===== src/rtl/rs_pool.sv =====
// Reservation station: buffers renamed instructions, snoops the CDB for operands
// and issues the oldest ready entry through a valid/ready output register.
module rs_pool #(
    parameter int DEPTH  = 8,
    parameter int DATA_W = 32,
    parameter int TAG_W  = 4,
    parameter int OP_W   = 6,
    parameter int CDB_N  = 2
) (
    input  logic                         clk,
    input  logic                         rst,
    input  logic                         ena,
    input  logic                         flush,
    input  logic                         in_valid,
    output logic                         in_ready,
    input  logic [OP_W-1:0]              in_op,
    input  logic [TAG_W-1:0]             in_qj,
    input  logic [TAG_W-1:0]             in_qk,
    input  logic [DATA_W-1:0]            in_vj,
    input  logic [DATA_W-1:0]            in_vk,
    input  logic [DATA_W-1:0]            in_pc,
    input  logic [DATA_W-1:0]            in_imm,
    input  logic [TAG_W-1:0]             in_dest,
    input  logic [CDB_N-1:0]             cdb_valid,
    input  logic [CDB_N*TAG_W-1:0]       cdb_tag,
    input  logic [CDB_N*DATA_W-1:0]      cdb_data,
    output logic                         out_valid,
    input  logic                         out_ready,
    output logic [OP_W-1:0]              out_op,
    output logic [DATA_W-1:0]            out_vj,
    output logic [DATA_W-1:0]            out_vk,
    output logic [DATA_W-1:0]            out_pc,
    output logic [DATA_W-1:0]            out_imm,
    output logic [TAG_W-1:0]             out_dest,
    output logic [$clog2(DEPTH+1)-1:0]   count
);
    localparam int IDX_W = $clog2(DEPTH);
    localparam int CNT_W = $clog2(DEPTH + 1);

    logic [DEPTH-1:0]  busy_reg;
    logic [OP_W-1:0]   op_reg   [DEPTH];
    logic [TAG_W-1:0]  qj_reg   [DEPTH];
    logic [TAG_W-1:0]  qk_reg   [DEPTH];
    logic [DATA_W-1:0] vj_reg   [DEPTH];
    logic [DATA_W-1:0] vk_reg   [DEPTH];
    logic [DATA_W-1:0] pc_reg   [DEPTH];
    logic [DATA_W-1:0] imm_reg  [DEPTH];
    logic [TAG_W-1:0]  dest_reg [DEPTH];
    logic [DEPTH-1:0]  older_reg [DEPTH];
    logic [CNT_W-1:0]  count_reg;

    logic [DEPTH-1:0]  ready;
    logic [DEPTH-1:0]  sel;
    logic [DATA_W:0]   hit_j [DEPTH];
    logic [DATA_W:0]   hit_k [DEPTH];
    logic [DATA_W:0]   in_hit_j;
    logic [DATA_W:0]   in_hit_k;
    logic [IDX_W-1:0]  widx;
    logic [IDX_W-1:0]  sidx;
    logic              any_ready;
    logic              out_free;
    logic              disp_fire;
    logic              issue_fire;

    // Returns {hit, data}; the lowest-numbered matching port wins, tag 0 never matches.
    function automatic logic [DATA_W:0] snoop(
        input logic [TAG_W-1:0]        tag,
        input logic [CDB_N-1:0]        bvalid,
        input logic [CDB_N*TAG_W-1:0]  btag,
        input logic [CDB_N*DATA_W-1:0] bdata
    );
        logic [DATA_W:0] r;
        r = '0;
        for (int k = CDB_N - 1; k >= 0; k--) begin
            if (bvalid[k] && (tag != '0) && (btag[k*TAG_W +: TAG_W] == tag))
                r = {1'b1, bdata[k*DATA_W +: DATA_W]};
        end
        return r;
    endfunction

    for (genvar gi = 0; gi < DEPTH; gi++) begin : g_entry
        logic blocked;
        assign hit_j[gi] = snoop(qj_reg[gi], cdb_valid, cdb_tag, cdb_data);
        assign hit_k[gi] = snoop(qk_reg[gi], cdb_valid, cdb_tag, cdb_data);
        assign ready[gi] = busy_reg[gi] && (qj_reg[gi] == '0) && (qk_reg[gi] == '0);
        always_comb begin
            blocked = 1'b0;
            for (int j = 0; j < DEPTH; j++) begin
                if (ready[j] && older_reg[j][gi])
                    blocked = 1'b1;
            end
        end
        assign sel[gi] = ready[gi] && !blocked;
    end

    // sel is one-hot whenever anything is ready, so the encoder order is irrelevant.
    always_comb begin
        widx = '0;
        sidx = '0;
        for (int i = DEPTH - 1; i >= 0; i--) begin
            if (!busy_reg[i])
                widx = IDX_W'(i);
        end
        for (int i = 0; i < DEPTH; i++) begin
            if (sel[i])
                sidx = IDX_W'(i);
        end
    end

    assign in_hit_j   = snoop(in_qj, cdb_valid, cdb_tag, cdb_data);
    assign in_hit_k   = snoop(in_qk, cdb_valid, cdb_tag, cdb_data);
    assign any_ready  = |ready;
    assign out_free   = !out_valid || out_ready;
    assign in_ready   = rst && (count_reg < CNT_W'(DEPTH));
    assign disp_fire  = in_valid && in_ready && ena && !flush;
    assign issue_fire = ena && !flush && out_free && any_ready;
    assign count      = count_reg;

    always_ff @(posedge clk) begin
        if (!rst || flush) begin
            busy_reg <= '0;
        end else begin
            for (int i = 0; i < DEPTH; i++) begin
                if (disp_fire && (widx == IDX_W'(i))) begin
                    busy_reg[i]  <= 1'b1;
                    op_reg[i]    <= in_op;
                    pc_reg[i]    <= in_pc;
                    imm_reg[i]   <= in_imm;
                    dest_reg[i]  <= in_dest;
                    qj_reg[i]    <= in_hit_j[DATA_W] ? '0 : in_qj;
                    vj_reg[i]    <= in_hit_j[DATA_W] ? in_hit_j[DATA_W-1:0] : in_vj;
                    qk_reg[i]    <= in_hit_k[DATA_W] ? '0 : in_qk;
                    vk_reg[i]    <= in_hit_k[DATA_W] ? in_hit_k[DATA_W-1:0] : in_vk;
                    older_reg[i] <= '0;
                end else begin
                    if (issue_fire && (sidx == IDX_W'(i)))
                        busy_reg[i] <= 1'b0;
                    if (busy_reg[i] && hit_j[i][DATA_W]) begin
                        qj_reg[i] <= '0;
                        vj_reg[i] <= hit_j[i][DATA_W-1:0];
                    end
                    if (busy_reg[i] && hit_k[i][DATA_W]) begin
                        qk_reg[i] <= '0;
                        vk_reg[i] <= hit_k[i][DATA_W-1:0];
                    end
                    if (disp_fire && busy_reg[i])
                        older_reg[i][widx] <= 1'b1;
                end
            end
        end
    end

    always_ff @(posedge clk) begin
        if (!rst) begin
            out_valid <= 1'b0;
            out_op    <= '0;
            out_vj    <= '0;
            out_vk    <= '0;
            out_pc    <= '0;
            out_imm   <= '0;
            out_dest  <= '0;
        end else if (flush) begin
            out_valid <= 1'b0;
        end else if (ena && out_free) begin
            out_valid <= any_ready;
            if (any_ready) begin
                out_op   <= op_reg[sidx];
                out_vj   <= vj_reg[sidx];
                out_vk   <= vk_reg[sidx];
                out_pc   <= pc_reg[sidx];
                out_imm  <= imm_reg[sidx];
                out_dest <= dest_reg[sidx];
            end
        end
    end

    always_ff @(posedge clk) begin
        if (!rst || flush)
            count_reg <= '0;
        else if (disp_fire && !issue_fire)
            count_reg <= count_reg + 1'b1;
        else if (!disp_fire && issue_fire)
            count_reg <= count_reg - 1'b1;
    end
endmodule


===== config.mk =====
export PLATFORM = sky130hd
export DESIGN_NAME = rs_pool
export DESIGN_NICKNAME = d
export VERILOG_FILES = /design/src/rtl/rs_pool.sv
export SDC_FILE = /design/constraint.sdc
export NUM_CORES = 2
export LEC_CHECK = 0
export BUFFER_PORTS_ARGS = -buffer_cell sky130_fd_sc_hd__buf_4
export CORE_MARGIN = 3
export CORE_UTILIZATION = 23
export DETAILED_ROUTE_END_ITERATION = 6
export GPL_ROUTABILITY_DRIVEN = 0
export GPL_TIMING_DRIVEN = 0
export HOLD_SLACK_MARGIN = 0.05
export SLEW_MARGIN = 20
export SYNTH_ARGS = -nofsm -noshare
export SYNTH_HDL_FRONTEND = slang
export SYNTH_SLANG_ARGS = --single-unit

===== constraint.sdc =====
create_clock -name clk -period 15.11 [get_ports clk]
set_clock_uncertainty 0.2 [all_clocks]
set_input_delay 4.533 -clock clk [delete_from_list [all_inputs] [get_ports clk]]
set_output_delay 4.533 -clock clk [all_outputs]
set_load 0.02 [all_outputs]

==> impl_metrics.env <==
export IMPL_status="finished, violations left"
export IMPL_failed_checks="DRC"
export IMPL_cts_repair_resized=0
export IMPL_yosys_area_share_xor_xnor_pct=1.68
export IMPL_synthCells=5853
export IMPL_worst_pin_slew_ps=1320
export IMPL_io_pins=370
export IMPL_p_switching_mw=1.97
export IMPL_fill_cells=29476
export IMPL_cts_hold_buf=0
export IMPL_hpwl_microns=207000
export IMPL_post_cts_buffers=0
export IMPL_setup_violations=0
export IMPL_cts_path_max_buffers=3
export IMPL_rrSetupSlack_ps=8910
export IMPL_synth_top_family_by_area="compound AO/OA/AOI/OAI gates"
export IMPL_clkPwrFrac_pct=43.7
export IMPL_routed_wl_microns=288000
export IMPL_cp_endpoint="in_ready"
export IMPL_cp_required_ps=10380
export IMPL_port_buffers=296
export IMPL_grt_overflow_total=0
export IMPL_vdd_drop_max_uv=120
export IMPL_root_buffer="clkbuf_16"
export IMPL_max_freq_ghz=0.103
export IMPL_vias=54878
export IMPL_ys_ff_latch=1375
export IMPL_rsz0062_at_grt="false"
export IMPL_startpoint_type="input port"
export IMPL_grt_start_max_net_pins=60
export IMPL_grt_total_usage_pct=18.6
export IMPL_syn_area_per_cell_sq_um=11.3
export IMPL_period_minus_slack_ps=9720
export IMPL_dieArea_sq_mm=0.294
export IMPL_synth_edf_count=1209
export IMPL_drtPass1Iterations=7
export IMPL_syn_area_sq_mm=0.0662
export IMPL_drc=17
export IMPL_cp_startpoint="rst"
export IMPL_critPathCaptureType="primary output"
export IMPL_fin_setup_tns_ps=0
export IMPL_p_comb_share_pct=5.8
export IMPL_drive_gt1_share_pct=10.1
export IMPL_post_drt_wl_per_cell_microns=28.1
export IMPL_insertion_delay_ps=820
export IMPL_initialDrtViolationCount=8989
export IMPL_maxCapViolCount=0
export IMPL_num_rows=196
export IMPL_cts_htree_levels=4
export IMPL_r2r_cells=12
export IMPL_crit_arrival_ps=4990
export IMPL_synthMuxAreaShare_pct=10.8
export IMPL_maxSlewViolCount=0
export IMPL_critPathKind="in2out"
export IMPL_async_flop_share_pct=0
export IMPL_fin_util_pct=27.5
export IMPL_synth_warnings=0
export IMPL_layout_cells_most_common="edfxtp_1"
export IMPL_synthAdderAreaFrac_pct=0.0870
export IMPL_rr_startpoint="qk_reg[0][5]"
export IMPL_crit_path_max_fanout=5
export IMPL_ys_flop_type="edfxtp_1"
export IMPL_seqPwrFrac_pct=50.5
export IMPL_r2r_end="out_vj[8]"
export IMPL_grt_antenna_before_repair=70
export IMPL_start_util_pct=23.2
export IMPL_grt_first_pass_wirelength_microns=393000
export IMPL_power_leakage_nw=27.5
export IMPL_numClockSinks=1375
export IMPL_ant_nets=0
export IMPL_mostFrequentLayoutCells="edfxtp_1, nand2_1, mux2i_1, clkbuf_1, o21ai_0"
export IMPL_ys_types=58
export IMPL_internal_power_mw=6.25
export IMPL_routed_via_density=5.37
export IMPL_grt_pass1_vias=51049
export IMPL_p_sw_share_pct=23.9
export IMPL_finalCritPeriodShare_pct=64.3
export IMPL_path_clk_slew_ps=60
export IMPL_cts_buffers=136
export IMPL_hold_path_class="reg2reg"
export IMPL_cts_tree="built"
export IMPL_synth_simple_area_share_pct=10.2
export IMPL_finalHoldViolCount=0
export IMPL_yosysSeqAreaShare_pct=59.9
export IMPL_slew_headroom_pct=12.0
export IMPL_coreArea_sq_mm=0.286
export IMPL_die_w_microns=542
export IMPL_die_h_microns=542
export IMPL_p_per_area_mw_per_mm2=104
export IMPL_finalNetCount=6548
export IMPL_syn_to_final_growth_pct=18.9
export IMPL_synth_compound_area_share_pct=13.5
-- metrics by stage --
step           hold slack [ps]  cells  power [mW]  worst slack (ps)  area, sq um
6_report                   259  10227        8.21              5390        78700
5_1_grt                    280  10198        8.40              5350        78600
4_1_cts                    251  10194        8.20              5370        78500
3_5_place_dp               238   9941        4.69              4960        73900
3_3_place_gp               233   9916        4.67              3000        73100
2_1_floorplan              217   5858        4.49              5520        66200
-- cells by family (layout without fill, tap and decap cells) --
kind of cell | after synthesis | count (layout)
simple gates | 1559 | 1559
mux | 715 | 715
compound gates | 1435 | 1435
flops | 1375 | 1375
other cells | 1 | 38
fa+ha+maj | 4 | 4
buf+inv | 637 | 1212
xor+xnor | 127 | 127
-- metal layers --
layer / up-vias / track usage, % / part of all wire (%)
met3: 730 / 6.85 / 15
met2: 4277 / 27.7 / 43
met5: - / 0.132 / 0.055
met4: 18 / 7.34 / 4.5
li1: 22796 / - / -
met1: 27057 / 24.4 / 38
-- how the worst min path moves through the flow --
| stage | start | to | depth (start not counted) |
|---|---|---|---|
| floorplan | older_reg[1][1] | older_reg[1][1] | 2 |
| global placement | older_reg[1][1] | older_reg[1][1] | 2 |
| detailed placement | older_reg[1][1] | older_reg[1][1] | 2 |
| CTS | older_reg[1][1] | older_reg[1][1] | 2 |
| global route | older_reg[1][1] | older_reg[1][1] | 2 |
| finish | older_reg[1][1] | older_reg[1][1] | 2 |
-- cell type report --
type                       instances  area (sq um)  share of cell area [%]
clock inverter                    61           918                    1.17
tap                             3762          4710                    5.98
multi-input combinational       3846         24200                    30.7
inverter                          43           201                   0.256
antenna                           32          80.1                   0.102
clock buffer                     192          3750                    4.77
sequential                      1375         39600                    50.4
buffer                           594          2400                    3.05
timing repair buffer             322          2820                    3.58
-- power groups by stage --
| stage | Clock [mW] | Combinational [mW] | Sequential [mW] |
|---|---|---|---|
| after floorplan | 0 | 0.253 | 4.23 |
| after global placement | 0 | 0.437 | 4.23 |
| after detailed placement | 0 | 0.455 | 4.23 |
| after CTS | 3.59 | 0.458 | 4.15 |
| after global routing | 3.74 | 0.507 | 4.15 |
| final | 3.59 | 0.473 | 4.15 |
-- Yosys cell counts (3+ instances only) --
cell type,number,share of area [%]
nand2b_1,9,0.085
clkbuf_1,499,2.8
and3_1,67,0.63
nand4_1,44,0.42
o311ai_0,4,0.053
xnor2_1,82,1.1
buf_6,14,0.24
o22ai_1,142,1.3
buf_2,29,0.22
a211oi_1,139,1.6
o21ai_0,494,3.7
and4_1,13,0.17
buf_1,52,0.29
o21ai_1,104,0.79
o211ai_1,4,0.045
inv_1,42,0.24
ha_1,3,0.057
nand3_1,18,0.14
or4_1,3,0.034
dfxtp_1,166,5.0
edfxtp_1,1209,55
xor2_1,45,0.60
mux2i_1,715,11
and2_1,18,0.17
nor4_1,19,0.18
nor2_1,259,1.5
nand4b_1,7,0.093
a311oi_1,138,1.8
a31oi_1,6,0.057
or3_1,7,0.066
a21oi_1,232,1.8
nor2b_1,13,0.12
a41o_1,4,0.061
o2111a_1,4,0.068
nand2_1,878,5.0
a22oi_1,5,0.057
nor4_2,7,0.13
a211o_1,139,1.8
a21boi_1,3,0.034
nor3_1,185,1.4
a21o_1,3,0.034
or2_2,7,0.066
-- worst max-delay path, stage by stage --
cell and delay (ps):
buf_4 150, nor2b_1 140, buf_4 170
Power figures use the tool's default switching activity.
